===== src/rtl/vmon_m2h_packetizer.sv =====
// Bus-monitor event packetizer: buffers transaction events in a small FIFO and
// serializes each one as a framed, checksummed byte stream on a valid/ready port.
module vmon_m2h_packetizer #(
    parameter int ADDR_WIDTH = 32,
    parameter int DATA_WIDTH = 32,
    parameter int FIFO_DEPTH = 4
) (
    input  logic                          clk,
    input  logic                          rst,
    input  logic                          ev_valid,
    input  logic                          ev_write,
    input  logic [ADDR_WIDTH-1:0]         ev_addr,
    input  logic [DATA_WIDTH-1:0]         ev_data,
    output logic                          m2h_valid,
    input  logic                          m2h_ready,
    output logic [7:0]                    m2h_data,
    output logic [$clog2(FIFO_DEPTH):0]   fifo_level,
    output logic [15:0]                   drop_count,
    output logic                          busy
);

    localparam int PTR_W      = $clog2(FIFO_DEPTH);
    localparam int LVL_W      = PTR_W + 1;
    localparam int ADDR_BYTES = ADDR_WIDTH / 8;
    localparam int DATA_BYTES = DATA_WIDTH / 8;

    typedef enum logic [2:0] {
        S_IDLE,
        S_SYNC,
        S_TYPE,
        S_ADDR,
        S_DATA,
        S_CSUM
    } state_t;

    typedef struct packed {
        logic                  write;
        logic [ADDR_WIDTH-1:0] addr;
        logic [DATA_WIDTH-1:0] data;
    } event_t;

    state_t                state_q, state_d;
    event_t                mem [FIFO_DEPTH];
    event_t                rd_event;
    logic [PTR_W-1:0]      wr_ptr, rd_ptr;
    logic                  full, empty, push, pop, drop, hs;
    logic                  pkt_write;
    logic [ADDR_WIDTH-1:0] pkt_addr;
    logic [DATA_WIDTH-1:0] pkt_data;
    logic [7:0]            csum;
    logic [2:0]            byte_cnt;
    logic                  addr_last, data_last;

    assign full      = (fifo_level == LVL_W'(FIFO_DEPTH));
    assign empty     = (fifo_level == '0);
    // A pop in the same cycle frees the slot, so a full FIFO can still accept.
    assign push      = ev_valid & (~full | pop);
    assign drop      = ev_valid & full & ~pop;
    assign m2h_valid = (state_q != S_IDLE);
    assign hs        = m2h_valid & m2h_ready;
    assign busy      = m2h_valid | ~empty;
    assign rd_event  = mem[rd_ptr];
    assign addr_last = (byte_cnt == 3'(ADDR_BYTES - 1));
    assign data_last = (byte_cnt == 3'(DATA_BYTES - 1));

    // NOTE: the event storage has no reset; validity is tracked by the pointers
    // and level alone, which keeps the array free of a reset fan-out.
    always_ff @(posedge clk) begin
        if (push) begin
            mem[wr_ptr] <= '{write: ev_write, addr: ev_addr, data: ev_data};
        end
    end

    always_ff @(posedge clk) begin
        if (rst) begin
            wr_ptr     <= '0;
            rd_ptr     <= '0;
            fifo_level <= '0;
            drop_count <= '0;
        end else begin
            if (push) wr_ptr <= wr_ptr + PTR_W'(1);
            if (pop)  rd_ptr <= rd_ptr + PTR_W'(1);
            case ({push, pop})
                2'b10:   fifo_level <= fifo_level + LVL_W'(1);
                2'b01:   fifo_level <= fifo_level - LVL_W'(1);
                default: fifo_level <= fifo_level;
            endcase
            if (drop && drop_count != 16'hFFFF) drop_count <= drop_count + 16'd1;
        end
    end

    // NOTE: registered state uses non-blocking assignments only, so every
    // always_ff reads the pre-edge value of every other register.
    always_ff @(posedge clk) begin
        if (rst) state_q <= S_IDLE;
        else     state_q <= state_d;
    end

    // NOTE: every output of this block gets a default first, so no path through
    // the case statement can leave a value unassigned and infer a latch.
    always_comb begin
        state_d  = state_q;
        pop      = 1'b0;
        m2h_data = 8'h00;
        case (state_q)
            S_IDLE: begin
                if (!empty) begin
                    pop     = 1'b1;
                    state_d = S_SYNC;
                end
            end
            S_SYNC: begin
                m2h_data = 8'hA5;
                if (hs) state_d = S_TYPE;
            end
            S_TYPE: begin
                m2h_data = pkt_write ? 8'h02 : 8'h01;
                if (hs) state_d = S_ADDR;
            end
            S_ADDR: begin
                m2h_data = pkt_addr[7:0];
                if (hs && addr_last) state_d = S_DATA;
            end
            S_DATA: begin
                m2h_data = pkt_data[7:0];
                if (hs && data_last) state_d = S_CSUM;
            end
            S_CSUM: begin
                m2h_data = csum;
                // Chain straight into the next packet so there is no idle gap.
                if (hs) begin
                    if (!empty) begin
                        pop     = 1'b1;
                        state_d = S_SYNC;
                    end else begin
                        state_d = S_IDLE;
                    end
                end
            end
            default: state_d = S_IDLE;
        endcase
    end

    // Address and data are shifted out LSB first, so the outgoing byte is always bits [7:0].
    always_ff @(posedge clk) begin
        if (rst) begin
            pkt_write <= 1'b0;
            pkt_addr  <= '0;
            pkt_data  <= '0;
            csum      <= '0;
            byte_cnt  <= '0;
        end else if (pop) begin
            pkt_write <= rd_event.write;
            pkt_addr  <= rd_event.addr;
            pkt_data  <= rd_event.data;
            csum      <= '0;
            byte_cnt  <= '0;
        end else if (hs) begin
            case (state_q)
                S_TYPE: csum <= csum + m2h_data;
                S_ADDR: begin
                    csum     <= csum + m2h_data;
                    pkt_addr <= pkt_addr >> 8;
                    byte_cnt <= addr_last ? 3'd0 : byte_cnt + 3'd1;
                end
                S_DATA: begin
                    csum     <= csum + m2h_data;
                    pkt_data <= pkt_data >> 8;
                    byte_cnt <= data_last ? 3'd0 : byte_cnt + 3'd1;
                end
                default: ;
            endcase
        end
    end

endmodule


===== config.mk =====
export PLATFORM = sky130hd
export DESIGN_NAME = vmon_m2h_packetizer
export DESIGN_NICKNAME = d
export VERILOG_FILES = /design/src/rtl/vmon_m2h_packetizer.sv
export SDC_FILE = /design/constraint.sdc
export NUM_CORES = 1
export LEC_CHECK = 0
export BUFFER_PORTS_ARGS = -buffer_cell sky130_fd_sc_hd__buf_2
export CORE_MARGIN = 3
export CORE_UTILIZATION = 50
export CTS_CLUSTER_DIAMETER = 80
export CTS_CLUSTER_SIZE = 28
export DETAILED_ROUTE_END_ITERATION = 16
export PLACE_DENSITY_LB_ADDON = 0.12
export SETUP_SLACK_MARGIN = 0.1
export SYNTH_ARGS = -nofsm -noshare
export SYNTH_HDL_FRONTEND = slang
export SYNTH_SLANG_ARGS = --single-unit

===== constraint.sdc =====
create_clock -name clk -period 3.55 [get_ports clk]
set_input_delay 0.1775 -clock clk [delete_from_list [all_inputs] [get_ports clk]]
set_output_delay 0.1775 -clock clk [all_outputs]
set_load 0.02 [all_outputs]

# Word-level counts from Yosys, hierarchy flattened
# Memory sizes are Yosys's and may differ from the RTL's. A register that Yosys moved wholly into a read port is not among the register bits.
# Index checks and enable logic that the tools add are counted.
# word_totals
regBits	102
input_bits	69
latchBits	0
out_inout_bits	29
word_cells	85
n_memories	1
ram_bits	260
rom_bits	0
# memory_table
memory	depth	word_bits	rd	rd_ports_with_merged_regs	wr	line_no	rtl
mem	4	65	1	1	1	43	event_t mem [FIFO_DEPTH];
# op_classes
n_reduce_logical	17
mul	0
n_bitwise	9
eq_ne	16
order_cmp	0
add_sub_neg	7
muxes	25
n_div	0
shift	0
# op_table
cell	count
$mux 32	6
$pmux 8 s5	1
$mux 3	7
$pmux 3 s6	1
$add 16x1->16 const B	1
$ne 16x16->1 const B	1
$ne 2x2->1 const B	6
$eq 3x2->1 const B	3
$eq 3x3->1 const B	3
$add 8x8->8	1
$reduce_and 2->1	4
$reduce_bool 2->1	4
$add 3x1->3 const B	2
$logic_not 3->1	2
$mux 2	3
$pmux 3 s2	1
$reduce_and 6->1	1
$mux 1	5
$add 2x1->2 const B	2
$and 1x1->1	4
$reduce_or 2->1	2
$eq 3x1->1 const B	1
$not 1->1	3
$reduce_bool 3->1	1
other kinds (7)	9

# Longest topological paths before layout
# logic_depth
ltp_word	8
ltp_mapped	14
ltp_nobuf	12

# Least setup slack after synthesis
# No wires, ideal clock.
# synth_path
kind	register -> register
startpoint	reg state_q[2]
endpoint	reg csum[7]
synth_period_minus_slack_ns	3.151
path_stages_with_launch	13
arrival_time_ns	3.028
t_required_ns	3.427
setup_slack_ns	0.399
path_cell_list	dfxtp_1 > buf_2 > clkinv_1 > nor2_1 > a22oi_1 > nor2b_1 > ha_1 > a21o_1 > a41oi_1 > nand3_1 > a21o_1 > a21oi_1 > mux2_1
# synth_lines
element	line_no	rtl
start: declaration	42	state_t state_q, state_d;
start signal: assignment	96	else state_q <= state_d;
$eq 3x3->1, or another cell as far along	105	case (state_q)
$pmux 8 s5 *	105	
via m2h_data[1]	16	output logic [7:0] m2h_data,
$add 8x8->8 *	160, 162, 167	
end signal: assignment	160	S_TYPE: csum <= csum + m2h_data;
end signal: assignment	162	csum <= csum + m2h_data;
end signal: assignment	167	csum <= csum + m2h_data;
end: declaration	50	logic [7:0] csum;
# Mark *: on every way through the listed nets, which the timed path passes. The rest lies on a longest branch.
# A chain may end at the register's enable or synchronous reset.

# Worst setup path in the final report
# layout_path
startpoint	reg state_q[0]
endpoint	reg csum[7]
# layout_between
elab_chain_cells	5
# layout_rtl
element
parallel branches: the longest is 5 deep, another holds $add 8x8->8
# Parallel ways; which one is timed is not known.

==> run_results.csv <==
group,metric,value,unit
power,pwr-share-comb,26.5,%
layout,drive_above_1_share,20.1,%
placement,placed_area,0.0153,mm2
setup_path,cp-start-kind,"register",
power,p_int,7.52,mW
sta,period_share,85.7,%
setup_path,worstPathArrival,3.44,ns
floorplan,die-area,0.0306,mm2
global_routing,grt-ovfl-total,0,
power,p_sw,3.38,mW
synthesis,synth_enable_flop_cells,260,
power,leakagePower,5.58,nW
sta,fin_tns_setup,0,ns
route,postRouteAntennaNets,0,
synthesis,synth_nets,1037,
setup_path,path_max_fanout,15,
route,via_count,8225,
route,drc,0,
clock_tree,ctsHtreeMaxLevel,1,
power,seq_power_share,51.5,%
route,avgRoutedWirePerCell,19.1,um
layout,nets,1186,
layout,area_delta_synth_final,15.4,%
synthesis,synth_cells,951,
sta,skew,0.0308,ns
global_routing,grt_usage,18.7,%
sta,setup_viol,0,
global_routing,grt_pass1_wl,45600,um
floorplan,start_util,51.1,%
setup_path,crit_type,"reg -> reg",
floorplan,io_pins,98,
global_routing,grt_max_degree,60,
placement,io_buffers,97,
floorplan,placementRows,61,
layout,seq_area,0.00989,mm2
setup_path,ff2ff_path_depth,10,
floorplan,die_h,175,um
route,finalWirelength,28400,um
synthesis,synth-main-ff-cell,"edfxtp_1",
power,netSwitchingFraction,31.0,%
global_routing,grt_pass1_vias,8121,
layout,final_common_cell,"edfxtp_1",
layout,multi_input_area,0.00407,mm2
layout,layout_common_cells,"edfxtp_1, nand2_1, dfxtp_1, buf_2",
clock_tree,clock-sinks,364,
power,vdd_ir_drop_max,0.000407,V
layout,fill_cells,2252,
synthesis,ys_seq_area_share,69.3,%
clock_tree,tritoncts,"built",
power,power,10.9,mW
placement,finalWeightedCongestion,0.877,
sta,rsz0062_at_grt,"false",
floorplan,coreArea,0.0279,mm2
sta,max_slew_margin,35.8,%
route,vias_per_cell,5.52,
route,drtIter0Drc,545,
synthesis,synth.avg_cell_area,15.0,um2
clock_tree,cts_made_buffers,18,
synthesis,yosys_warnings,0,
global_routing,antenna_found_initial,1,
clock_tree,worstSkewPairLatency,0.54,ns
synthesis,netlist_area,0.0143,mm2
sta,max_freq,0.329,GHz
synthesis,ys_async_sr_fraction,0,%
sta,final_hold_viol_count,0,
clock_tree,clkSlewWorstSetupHoldPaths,0.10,ns
hold_path,min_path_cells,3,
hold_path,hp-class,"in -> reg",
synthesis,yosysUniqueCellTypes,58,
run_status,status,"finished clean",
sta,period_minus_slack,3.04,ns
setup_path,endpoint_kind,"register",
sta,drv_slew,0,
sta,worst_slew_pin_slew,0.963,ns
run,maxCapViolations,0,
placement,hpwl,17600,um
power,power_density,661,mW/mm2
setup_path,critPathRequiredTime,3.95,ns
route,firstDrtPassIters,5,
clock_tree,clockRootBuffer,"clkbuf_16",
layout,fin_area,0.0165,mm2
sta,holdWs,0.0628,ns
synthesis,ys_ff_latch,364,
power,pwr-share-clk,22.0,%
clock_tree,cts_buffer_depth,3,
floorplan,die_w,175,um
[metrics by stage]
stage	std cells	util (%)	worst slack [ns]
global placement	1393	54.6	0.613
global route	1491	59.0	0.314
detailed placement	1393	54.6	0.546
floorplan	951	-	0.399
CTS	1490	59.0	0.538
finish	1491	59.0	0.508
[per-layer routing]
layer	vias up	wire length [um]	GRT usage, %
met1	4105	13200	27.9
met2	164	13700	30.4
met4	0	519	3.82
met3	26	1030	2.22
met5	-	0	0
li1	3930	-	-
[registers in the layout (all words and copies together), names as in the netlist, 3 cells and up, named ones only]
signal / count
byte_cnt: 3
csum: 8
drop_count: 16
fifo_level: 3
mem: 260
pkt_addr: 32
pkt_data: 32
state_q: 3
[synthesized netlist by cell type (all sizes together) (5+ instances only)]
library cell / n / area share (%)
inv: 13 / 0.36
mux4: 65 / 10
a22oi: 34 / 1.8
clkbuf: 27 / 0.71
ha: 15 / 1.3
nor2: 64 / 1.7
a311oi: 21 / 1.3
xnor2: 10 / 0.61
o21ai: 10 / 0.35
a21oi: 65 / 2.3
or3: 5 / 0.22
nor3: 7 / 0.25
nand3: 27 / 0.95
nand2: 120 / 3.2
edfxtp: 260 / 55
and3: 9 / 0.39
xor2: 12 / 0.74
a21o: 5 / 0.26
dfxtp: 104 / 15
buf: 28 / 1.2
[path summary, 6_finish.rpt]
kind         slack (ns)                     start                       end
min reg2reg        0.45  byte_cnt[2]$_SDFFE_PP0P_  byte_cnt[2]$_SDFFE_PP0P_
max                0.51   state_q[0]$_SDFFE_PP0P_      csum[7]$_SDFFE_PP0P_
max reg2reg        0.51   state_q[0]$_SDFFE_PP0P_      csum[7]$_SDFFE_PP0P_
min                0.06                 m2h_ready  byte_cnt[1]$_SDFFE_PP0P_
[cell type report]
cell class	count	share of cell area, %
antenna	1	0.0152
sequential	364	60.0
timing repair buffer	184	8.58
inverter	14	0.334
clock inverter	5	0.425
multi-input combinational	518	24.7
tap	378	2.87
clock buffer	27	3.07
[kinds of logic (layout without fill, tap and decap cells)]
logic type	Yosys count	after routing	share of synthesized area, %
DFF	364	364	69.3
and+or+nand+nor	255	255	7.78
AOI/OAI and AO/OA	155	155	7.20
muxes	69	69	10.5
buffers and inverters	69	230	2.27
xor gates and xnor gates	22	22	1.35
adders and majority gates	17	17	1.59
other	0	1	0
[power groups by stage]
| stage | clock (mW) | sequential [mW] | combinational [mW] |
|---|---|---|---|
| 4_1_cts | 2.47 | 5.63 | 2.93 |
| 3_5_place_dp | 0 | 5.73 | 2.87 |
| 5_1_grt | 2.61 | 5.69 | 3.20 |
| 2_1_floorplan | 0 | 5.47 | 2.35 |
| 6_report | 2.40 | 5.61 | 2.89 |
| 3_3_place_gp | 0 | 5.71 | 2.84 |
[timing repair]
item	CTS	global route
setup endpoints to repair	0	0
hold buffers	65	0
gates resized for setup	0	0
setup buffers	0	0
endpoints found under the hold margin	260	0
[worst max-delay path, stage by stage, from the launching register on]
cell	delay, ns
dfxtp_1	0.63
mux2_2	0.39
a22oi_1	0.21
nor2b_1	0.12
ha_1	0.30
a21o_1	0.18
a41oi_1	0.30
nand3_1	0.15
a21o_1	0.17
a21oi_1	0.14
mux2_1	0.34
Note: power is estimated with default switching activity, not from simulation.
